$ cat src/rtl/duty_window_averager.sv
`default_nettype none
// ============================================================================
// Module      : duty_window_averager
// Description : Batches 2**LOG2_WIN consecutive duty-cycle window counts and
//               produces the truncated average plus the batch min/max on a
//               valid/ready result port. A batch that completes while an
//               undelivered result is still pending is dropped and recorded
//               in a sticky overrun flag.
//
// Ports       : clk          system clock (rising edge)
//               rst_n        asynchronous active-low reset
//               enable       measurement enable (shared with the measurer)
//               count_in     duty count of the window just completed
//               window_done  one-cycle window-complete pulse
//               res_ready    consumer ready
//               res_valid    result available
//               res_avg      truncated batch average
//               res_min      smallest window count of the batch
//               res_max      largest window count of the batch
//               overrun      sticky: a completed batch was dropped
//               alarm_lo     avg below LO_THR  (DUTY_THRESHOLD_EN only)
//               alarm_hi     avg above HI_THR  (DUTY_THRESHOLD_EN only)
//
// Options     : `define DUTY_THRESHOLD_EN adds the alarm_lo/alarm_hi outputs.
//
// Revision    : 1.0 - initial release
// ============================================================================
module duty_window_averager #(
    parameter int CNT_W    = 8,
    parameter int LOG2_WIN = 2,
    parameter int LO_THR   = 64,
    parameter int HI_THR   = 192
) (
    input  logic             clk,
    input  logic             rst_n,
    input  logic             enable,
    input  logic [CNT_W-1:0] count_in,
    input  logic             window_done,
    input  logic             res_ready,
    output logic             res_valid,
    output logic [CNT_W-1:0] res_avg,
    output logic [CNT_W-1:0] res_min,
    output logic [CNT_W-1:0] res_max,
`ifdef DUTY_THRESHOLD_EN
    output logic             overrun,
    output logic             alarm_lo,
    output logic             alarm_hi
`else
    output logic             overrun
`endif
);

    localparam int SUM_W = CNT_W + LOG2_WIN;

    localparam logic [0:0]          c_st_idle   = 1'b0;
    localparam logic [0:0]          c_st_accum  = 1'b1;
    localparam logic [LOG2_WIN-1:0] c_widx_last = '1;

    // Thresholds must be ordered and representable in a CNT_W result.
    if ((LO_THR > HI_THR) || (HI_THR >= (1 << CNT_W))) begin : g_thr_chk
        $error("duty_window_averager: LO_THR/HI_THR out of range");
    end

    // ------------------------------------------------------------------------
    // State
    // ------------------------------------------------------------------------
    logic [0:0]          r_state;
    logic [0:0]          w_state_next;

    logic [SUM_W-1:0]    r_sum;
    logic [LOG2_WIN-1:0] r_widx;
    logic [CNT_W-1:0]    r_run_min;
    logic [CNT_W-1:0]    r_run_max;

    logic                r_res_valid;
    logic [CNT_W-1:0]    r_res_avg;
    logic [CNT_W-1:0]    r_res_min;
    logic [CNT_W-1:0]    r_res_max;
    logic                r_overrun;

    // Datapath candidates including the current sample
    logic [SUM_W-1:0]    w_sum_next;
    logic [CNT_W-1:0]    w_min_next;
    logic [CNT_W-1:0]    w_max_next;
    logic [CNT_W-1:0]    w_avg_next;

    // Control decodes
    logic                w_accept;
    logic                w_last;
    logic                w_xfer;
    logic                w_load;
    logic                w_drop;
    logic                w_leave;
    logic                w_acc_clear;

    // ------------------------------------------------------------------------
    // FSM: state register
    // ------------------------------------------------------------------------
    always_ff @(posedge clk or negedge rst_n) begin
        if (!rst_n) begin
            r_state <= c_st_idle;
        end else begin
            r_state <= w_state_next;
        end
    end

    // ------------------------------------------------------------------------
    // FSM: next state
    // ------------------------------------------------------------------------
    always_comb begin
        w_state_next = r_state;
        case (r_state)
            c_st_idle:  if (enable)  w_state_next = c_st_accum;
            c_st_accum: if (!enable) w_state_next = c_st_idle;
            default:    w_state_next = c_st_idle;
        endcase
    end

    // ------------------------------------------------------------------------
    // FSM: control outputs
    // ------------------------------------------------------------------------
    always_comb begin
        w_accept    = 1'b0;
        w_leave     = 1'b0;
        w_acc_clear = 1'b1;
        if (r_state == c_st_accum) begin
            // enable dominates a coincident window_done: the sample is lost
            w_accept    = enable && window_done;
            w_leave     = !enable;
            w_acc_clear = !enable;
        end
        w_last = w_accept && (r_widx == c_widx_last);
        w_xfer = r_res_valid && res_ready;
        // A result slot freed by a transfer on this edge can take the new batch
        w_load = w_last && (!r_res_valid || w_xfer);
        w_drop = w_last && r_res_valid && !res_ready;
        if (w_last) begin
            w_acc_clear = 1'b1;
        end
    end

    // ------------------------------------------------------------------------
    // Datapath
    // ------------------------------------------------------------------------
    assign w_sum_next = r_sum + {{LOG2_WIN{1'b0}}, count_in};
    assign w_min_next = (count_in < r_run_min) ? count_in : r_run_min;
    assign w_max_next = (count_in > r_run_max) ? count_in : r_run_max;
    // Dropping the low LOG2_WIN bits is the truncating divide by batch size
    assign w_avg_next = w_sum_next[SUM_W-1:LOG2_WIN];

    always_ff @(posedge clk or negedge rst_n) begin
        if (!rst_n) begin
            r_sum     <= '0;
            r_widx    <= '0;
            r_run_min <= '1;
            r_run_max <= '0;
        end else if (w_acc_clear) begin
            r_sum     <= '0;
            r_widx    <= '0;
            r_run_min <= '1;
            r_run_max <= '0;
        end else if (w_accept) begin
            r_sum     <= w_sum_next;
            r_widx    <= r_widx + LOG2_WIN'(1);
            r_run_min <= w_min_next;
            r_run_max <= w_max_next;
        end
    end

    // ------------------------------------------------------------------------
    // Result port and overrun
    // ------------------------------------------------------------------------
    always_ff @(posedge clk or negedge rst_n) begin
        if (!rst_n) begin
            r_res_valid <= 1'b0;
            r_res_avg   <= '0;
            r_res_min   <= '0;
            r_res_max   <= '0;
        end else if (w_load) begin
            r_res_valid <= 1'b1;
            r_res_avg   <= w_avg_next;
            r_res_min   <= w_min_next;
            r_res_max   <= w_max_next;
        end else if (w_xfer) begin
            r_res_valid <= 1'b0;
        end
    end

    always_ff @(posedge clk or negedge rst_n) begin
        if (!rst_n) begin
            r_overrun <= 1'b0;
        end else if (w_leave) begin
            r_overrun <= 1'b0;
        end else if (w_drop) begin
            r_overrun <= 1'b1;
        end
    end

    assign res_valid = r_res_valid;
    assign res_avg   = r_res_avg;
    assign res_min   = r_res_min;
    assign res_max   = r_res_max;
    assign overrun   = r_overrun;

`ifdef DUTY_THRESHOLD_EN
    // ------------------------------------------------------------------------
    // Threshold alarms, tracking only results that were actually loaded
    // ------------------------------------------------------------------------
    localparam logic [CNT_W-1:0] c_lo_thr = LO_THR[CNT_W-1:0];
    localparam logic [CNT_W-1:0] c_hi_thr = HI_THR[CNT_W-1:0];

    logic r_alarm_lo;
    logic r_alarm_hi;

    always_ff @(posedge clk or negedge rst_n) begin
        if (!rst_n) begin
            r_alarm_lo <= 1'b0;
            r_alarm_hi <= 1'b0;
        end else if (w_load) begin
            r_alarm_lo <= (w_avg_next < c_lo_thr);
            r_alarm_hi <= (w_avg_next > c_hi_thr);
        end
    end

    assign alarm_lo = r_alarm_lo;
    assign alarm_hi = r_alarm_hi;
`endif

endmodule
`default_nettype wire

$ cat config.mk
export PLATFORM = sky130hd
export DESIGN_NAME = duty_window_averager
export DESIGN_NICKNAME = d
export VERILOG_FILES = /design/src/rtl/duty_window_averager.sv
export SDC_FILE = /design/constraint.sdc
export NUM_CORES = 1
export LEC_CHECK = 0
export CAP_MARGIN = 15
export CORE_MARGIN = 2
export CORE_UTILIZATION = 33
export CTS_CLUSTER_SIZE = 8
export DETAILED_ROUTE_END_ITERATION = 7
export DONT_BUFFER_PORTS = 1
export GPL_TIMING_DRIVEN = 0
export SYNTH_ARGS = -nofsm -noshare
export SYNTH_HDL_FRONTEND = slang
export SYNTH_SLANG_ARGS = --single-unit
$ cat constraint.sdc
create_clock -name clk -period 2 [get_ports clk]
set_input_delay 0.5 -clock clk [delete_from_list [all_inputs] [get_ports clk]]
set_output_delay 0.5 -clock clk [all_outputs]
set_load 0.02 [all_outputs]
Word level (Yosys, flattened, before mapping). Cells that the tools add are included. Widths: inputs -> output; s select.

Output and inout port bits: 26. Bits in registers: 55. Bits of input ports: 13.

Reduce and logical (&&, ||, !) cells: 13. Mux-type cells: 19. Equality and inequality tests: 1. Order comparisons: 2. $add $sub $neg: 2.

Operator list (number): $mux 8 (6); $mux 10 (2); $add 10x8->10 (1); $mux 1 (9); $gt 8x8->1 (1); $lt 8x8->1 (1); $logic_and 1x1->1 (6); $reduce_bool 2->1 (3); $mux 2 (2); $logic_not 1->1 (3); $add 2x1->2 const B (1); $eq 2x2->1 const B (1); $logic_or 1x1->1 (1).

Logic depth before layout (Yosys ltp). Gate-level depths: netlist of the first run.

Depth in word-level cells: 7. Depth in mapped cells: 9. Depth with buffers taken out: 7.

Least setup slack after synthesis of the first run. Ideal clock, no wire load.

Path type: input-to-reg. From: input port count_in[0]. To: register r_res_avg[4] (netlist: res_avg[4]). Required time: 1.875 ns. Arrival time: 2.002 ns. Setup time: 0.125 ns. Slack: -0.127 ns. Buffers on the path: 0. Stages on the path: 7. Cells stage by stage: ha_1 fa_1 a21o_1 a21oi_1 o21ai_0 xor2_1 mux2_2.

Cells in the longest elaborated chain, start to end: 1.

RTL lines: start, declared (line 37) `input logic [CNT_W-1:0] count_in,`; $add 10x8->10 (line 145) `assign w_sum_next = r_sum + {{LOG2_WIN{1'b0}}, count_in};`; end signal, assigned (line 181) `r_res_avg <= w_avg_next;`; end, declared (line 76) `logic [CNT_W-1:0] r_res_avg;`.

Every way passes these cells. A chain may end at the register's enable or synchronous reset.

Final worst setup path of the first run.
From: register r_sum[0]. To: register r_res_avg[4] (netlist: res_avg[4]).

Cells in the longest elaborated chain, start to end: 1.

RTL lines: start, declared (line 70) `logic [SUM_W-1:0] r_sum;`; start signal, assigned (line 163) `r_sum <= w_sum_next;`; $add 10x8->10 (line 145).

Every way passes these cells.

==> results.md, run 1 <==
* Outcome: complete, no violations
* Final hold vios at 0
* Syn nets at 342
* Routed Antenna Nets at 0
* Clock latency on the worst-skew pair at 0.31 ns
* Largest net degree at the start of global routing at 48
* Register area at 1386 µm²
* Clk root buf: clkbuf_8
* Util after Layout at 40.73%
* Grt total ovfl at 0
* Depth of the worst register-to-register path at 7
* Tightest Pin Transition at 0.6740 ns
* EDFF count, synth at 0
* DRT Pass-1 Iters at 6
* Port bufs at 0
* Worst setup path startpoint: r_sum[0]$_DFFE_PN0P_
* Final min period at 1.924 ns
* Placed inst area at 3307 µm²
* Sink Count at 55
* FILL cells at 904
* CTS tree: done
* Crit path required time at 2.21 ns
* Most common cell after layout, fill and taps aside: dfrtp_1
* Leading area contributor after synthesis: dfrtp_1
* Placed Cells at 433
* Die Y at 101.4 µm
* CORE AREA at 9240 µm²
* Max Buffers Root-to-Sink at 2
* Die Wd at 101.4 µm
* Diode count at 0
* Die area at 10290 µm²
* Crit end category: flop
* Clock transition at the registers of the reported paths at 0.10 ns
* Final period util at 96.18%
* 1st-iter DRT viols at 122
* P_leak at 1.727 nW
* RSZ-0062 raised after global routing: true
* Design area at 3764 µm²
* Layout cell share with drive strength beyond 1 at 24.32%
* Top cell type's share of synthesized area at 37.55%
* Pre-CTS setup slack at -0.2735 ns
* CP startpoint kind: flop
* Post-Route WL at 8249 µm
* H-tree levels at 2
* WL per Instance at 17.85 µm
* Yosys warns at 0
* Synth Register Bits at 55
* First-pass GRT wire length at 13490 µm
* Crit path to: res_avg[4]$_DFFE_PN0P_
* Ys async rst share at 100.0%
* Post-synthesis instance total at 304
* Crit Path Max Fanout at 3
* CTS Buf Count at 5
* Total GRT Usage at 16.84%
* GPL Wtd Cong at 0.8461
* Final nets at 370
* Number of global-route vias before repair at 2584
* FP Rows at 35
* Worst path arrival time at 2.13 ns
* Setup WS post-layout at 0.07647 ns
* Multi-input logic area at 1750 µm²
* Max Clk Rate at 0.5199 GHz
* Dominant synthesized flop cell: dfrtp_1
* Syn-to-layout area delta at 20.18%
* Power per standard cell area at 612.5 nW/µm²
* Min-delay worst type: in2async
* Initial Utilization at 33.89%
* Yosys cell types at 47
* Via Count at 2530
* Worst rel slew slack at 54.90%
* # IOs at 39
* RR Endpoint: res_avg[4]$_DFFE_PN0P_
* DPL Wire Length at 5513 µm
* Mapped Area at 3132 µm²
* Initial antenna violation count at 0
* Most frequent cells in the layout: dfrtp_1 (47), nand2_1 (26), buf_4 (19), ha_1 (18), inv_1 (17)
* Reg2reg setup slack at 0.08 ns
* Count of pins over their slew limit at 0
* Via density at 5.476
* Max IR drop VDD at 305.1 µV
* Maximum capacitance violations at 0
* Final setup vio count at 0
* Synth area leaders: dfrtp_1 (38%), ha_1 (9.6%), dfstp_2 (6.7%)
* Layout Cells excl Fill at 462
* DRC at 0
* Reg-to-reg startpoint: r_sum[0]$_DFFE_PN0P_
* Clock Skews at 0.01041 ns
* CP Class: reg2reg
* Syn Area/Cell at 10.30 µm²
* Register area share after synthesis at 44.27%
==> worst min path at each step <==
| stage | from | to | slack (ns) | depth (start not counted) |
|---|---|---|---|---|
| after floorplan | rst_n | overrun$_DFFE_PN0P_ | 0.20 | 0 |
| after global placement | rst_n | res_max[3]$_DFFE_PN0P_ | 0.21 | 0 |
| after detailed placement | rst_n | r_run_max[2]$_DFFE_PN0P_ | 0.21 | 0 |
| after CTS | rst_n | r_run_min[7]$_DFFE_PN1P_ | 0.008 | 0 |
| after global routing | rst_n | r_run_min[1]$_DFFE_PN1P_ | 0.004 | 0 |
| final | rst_n | r_run_min[5]$_DFFE_PN1P_ | 0.03 | 0 |
==> worst max-delay path: stages (launching register included) <==
cell     delay, ns
dfrtp_1       0.39
ha_2          0.19
fa_2          0.36
a21o_1        0.18
a21oi_2       0.19
o21ai_2       0.07
xor2_1        0.17
mux2_2        0.27
==> repair_timing <==
| item | CTS | global route |
|---|---|---|
| buffers inserted | 9 | 11 |
| pin swaps | 6 | 13 |
| endpoints found under the hold margin | 47 | 1 |
| setup endpoints to repair | 26 | 37 |
| gates resized for setup | 10 | 24 |
| hold buffers | 1 | 1 |
==> power by group <==
group	leakage, nW	internal [W]	switching [W]
clock network	0.0612	0.000406	0.000375
logic	0.932	0.000163	0.000196
registers	0.734	0.00114	0.0000253
==> layout make-up <==
class / count / area share (%)
repair buffers: 22 / 5.319
flip-flops and latches: 55 / 36.84
well taps: 129 / 4.289
plain buffers: 12 / 2.028
clock inverters: 2 / 0.9309
inverters: 19 / 1.895
multi-input cells: 217 / 46.51
clock buffers: 6 / 2.194
==> Yosys cell counts, types with 2 or more instances <==
| library cell | count |
|---|---|
| dfrtp_1 | 47 |
| nand2_1 | 28 |
| ha_1 | 24 |
| a21oi_1 | 21 |
| inv_1 | 19 |
| o21ai_0 | 18 |
| a22o_1 | 14 |
| nand4_1 | 13 |
| nor3_1 | 10 |
| mux2i_1 | 9 |
| nand3_1 | 9 |
| o2111ai_1 | 9 |
| dfstp_2 | 8 |
| o32a_1 | 8 |
| a21o_1 | 6 |
| clkbuf_1 | 6 |
| nor2_1 | 6 |
| o21a_1 | 5 |
| buf_2 | 4 |
| buf_6 | 3 |
| nand2b_1 | 3 |
| xnor2_1 | 3 |
| xor2_1 | 3 |
| a211oi_1 | 2 |
| a21oi_2 | 2 |
| mux2_2 | 2 |
| or3_1 | 2 |
==> sequential cells by signal, summed over array words and instances (netlist names) <==
signal	cells
r_run_max	8
r_sum	10
res_min	8
res_valid	1
r_run_min	8
res_avg	8
overrun	1
r_state	1
r_widx	2
res_max	8
==> kinds of logic after synthesis <==
kind of cell	after synthesis	synth area share (%)
compound gates	96	22.73
xor+xnor	6	1.678
fa+ha+maj	25	10.23
buf+inv	32	4.714
flops	55	44.27
mux	11	3.596
simple gates	79	12.79
==> through the flow <==
step | TNS [ns] | hold WS (ns) | total power, W
floorplan | -0.01284 | 0.2044 | 0.001386
global placement | -3.964 | 0.2060 | 0.001434
detailed placement | -4.607 | 0.2059 | 0.001440
CTS | 0 | 0.008340 | 0.002281
global route | -0.03934 | 0.003632 | 0.002411
finish | 0 | 0.02681 | 0.002305
==> layer usage <==
metal | wire (µm) | vias to the layer above | GRT usage (%)
li1 | - | 1198 | -
met1 | 3635 | 1254 | 21.62
met2 | 3894 | 64 | 26.49
met3 | 565 | 14 | 5.866
met4 | 153 | 0 | 5.717
met5 | 0 | - | 0
(Power assumes the default switching activity.)
==> run 2: changes to the inputs <==
--- a/config.mk
+++ b/config.mk
@@ -7,11 +7,13 @@
 export LEC_CHECK = 0
 export CAP_MARGIN = 15
 export CORE_MARGIN = 2
-export CORE_UTILIZATION = 33
+export CORE_UTILIZATION = 50
 export CTS_CLUSTER_SIZE = 8
 export DETAILED_ROUTE_END_ITERATION = 7
 export DONT_BUFFER_PORTS = 1
 export GPL_TIMING_DRIVEN = 0
+export PLACE_DENSITY = 0.68
+export SETUP_SLACK_MARGIN = 0.3
 export SYNTH_ARGS = -nofsm -noshare
 export SYNTH_HDL_FRONTEND = slang
 export SYNTH_SLANG_ARGS = --single-unit
==> results.md, run 2 (same netlist as run 1, synthesis figures left out) <==
* Outcome: complete, no violations
* Clock latency on the worst-skew pair at 0.32 ns (about the same)
* GPL Wtd Cong at 0.8232 (-2.7%)
* Final period util at 98.30% (+2.1 points)
* Total GRT Usage at 24.88% (+8.0 points)
* CP Cell Sequence: inv_1, ha_4, nand4_1, nor2_1, o22ai_2, buf_6, and2_4, buf_6, a22o_1
* Slowest stage delay, CP at 0.39 ns (about the same)
* Crit-path most repeated cell: buf_6
* DRC at 0 (unchanged)
* First-pass GRT wire length at 13680 µm (+1.4%)
* Die Y at 83.14 µm (-18%)
* P_leak at 1.885 nW (+9.2%)
* CTS tree: done
* Final hold vios at 0 (unchanged)
* Min-delay worst type: in2async
* Port bufs at 0 (unchanged)
* Post-Route WL at 8737 µm (+5.9%)
* Via density at 6.253 (+14%)
* Placed Cells at 379 (-12%)
* Reg2reg setup slack at 0.03 ns (-0.04 ns)
* Worst path arrival time at 2.18 ns (+0.05 ns)
* Top Family by Delay on Critical Path: simple AND/OR/NAND/NOR gates
* Worst rel slew slack at 64.59% (+9.7 points)
* Largest net degree at the start of global routing at 48 (unchanged)
* Sink Count at 55 (unchanged)
* Layout cell share with drive strength beyond 1 at 41.01% (+17 points)
* DPL Wire Length at 5231 µm (-5.1%)
* RSZ-0062 raised after global routing: true
* Largest register FFs at 10 (unchanged)
* WL per Instance at 20.27 µm (+14%)
* Power share of the clock group at 32.0% (-1.9 points)
* Die area at 6912 µm² (-33%)
* CTS Buf Count at 5 (unchanged)
* Final min period at 1.966 ns (+0.04254 ns)
* CORE AREA at 5991 µm² (-35%)
* Initial antenna violation count at 0 (unchanged)
* Clk root buf: clkbuf_8
* Crit path required time at 2.21 ns (about the same)
* H-tree levels at 2 (unchanged)
* Initial Utilization at 52.28% (+18 points)
* Max IR drop VDD at 496.6 µV (+63%)
* Util after Layout at 71.43% (+31 points)
* Routed Antenna Nets at 0 (unchanged)
* Comb pwr share at 18.5% (+2.9 points)
* CP bufs+invs at 3 (+3)
* Count of pins over their slew limit at 0 (unchanged)
* Reg power frac at 49.4% (-1.2 points)
* Crit end category: flop
* Sw Share at 26.86% (+1.0 points)
* Most flops, register: r_sum
* Crit Path Max Fanout at 8 (+5)
* # IOs at 39 (unchanged)
* Max Buffers Root-to-Sink at 2 (unchanged)
* Tightest Pin Transition at 0.5291 ns (-0.1449 ns)
* Final setup vio count at 0 (unchanged)
* Layout Cells excl Fill at 431 (-6.7%)
* Maximum capacitance violations at 0 (unchanged)
* Crit-path slowest cell: dfrtp_1
* Diode count at 0 (unchanged)
* CP Class: reg2reg
* Switching pwr at 0.0006341 W (+6.4%)
* 1st-iter DRT viols at 105 (-14%)
* Clock Skews at 0.009635 ns (-0.0007732 ns)
* FILL cells at 408 (-55%)
* Number of global-route vias before repair at 2731 (+5.7%)
* Die Wd at 83.14 µm (-18%)
* Max Clk Rate at 0.5086 GHz (-2.2%)
* CP startpoint kind: flop
* Internal Power at 0.001727 W (+1.0%)
* FP Rows at 28 (-20%)
* Final nets at 393 (+6.2%)
* Power per standard cell area at 551.7 nW/µm² (-9.9%)
* DRT Pass-1 Iters at 5 (-1)
* Syn-to-layout area delta at 36.64%
* Most common cell after layout, fill and taps aside: dfrtp_1
* Pwr Total at 0.002361 W (+2.4%)
* Most frequent cells in the layout: dfrtp_1 (47), nand2_1 (26), buf_4 (26), buf_6 (20)
* Grt total ovfl at 0 (unchanged)
* Clock transition at the registers of the reported paths at 0.11 ns (about the same)
* Via Count at 2695 (+6.5%)
[run 2: routing by layer]
metal | GRT usage, % | share of wire (%) | up-vias
li1 | - | - | 1245
met1 | 32.79 | 43 | 1317
met2 | 41.20 | 50 | 115
met3 | 4.871 | 5.7 | 18
met4 | 8.346 | 1.7 | 0
met5 | 0 | 0 | -
[run 2: layout make-up]
cell class,instances,area (µm²),share of cell area (%)
plain buffers,13,128.9,3.012
clock buffers,5,68.82,1.608
clock inverters,3,43.79,1.023
inverters,19,71.32,1.667
multi-input cells,217,2063,48.22
flip-flops and latches,55,1386,32.40
well taps,75,93.84,2.193
repair buffers,44,422.9,9.883
[run 2: final timing paths]
kind	from	cells after the start	to
min in group clk	enable	0	r_state$_DFF_PN0_
worst min register to register	r_sum[2]$_DFFE_PN0P_	2	r_sum[2]$_DFFE_PN0P_
worst min-delay path	rst_n	1	res_avg[1]$_DFFE_PN0P_
max in group asynchronous	rst_n	1	r_widx[0]$_DFFE_PN0P_
worst max-delay path	r_run_max[3]$_DFFE_PN0P_	9	r_run_max[1]$_DFFE_PN0P_
worst max register to register	r_run_max[3]$_DFFE_PN0P_	9	r_run_max[1]$_DFFE_PN0P_
[run 2: power by group through the flow]
stage | logic [W] | clock network, W | registers (W)
floorplan | 0.000236 | 0 | 0.00118
global placement | 0.000279 | 0 | 0.00119
CTS | 0.000402 | 0.000765 | 0.00117
detailed placement | 0.000288 | 0 | 0.00119
global route | 0.000476 | 0.000810 | 0.00117
finish | 0.000438 | 0.000756 | 0.00117
[run 2: what timing repair did]
action,in CTS,in global routing
pin swaps,39,32
endpoints found under the setup margin,48,52
gates resized for setup,60,35
endpoints found under the hold margin,47,0
hold buffers,1,0
setup buffers,36,6
cloned,1,0
[run 2: per-stage QoR]
stage          setup slack (ns)  hold WS (ns)  cell area (µm²)  setup TNS [ns]
2_1_floorplan           0.01265        0.2044             3349               0
3_3_place_gp            -0.1202        0.2057             3443         -0.2324
3_5_place_dp            -0.1292        0.2055             3443         -0.3221
4_1_cts                 0.05071       0.02036             4104               0
5_1_grt                -0.02179      0.008305             4279        -0.06040
6_report                0.03393       0.01729             4279               0
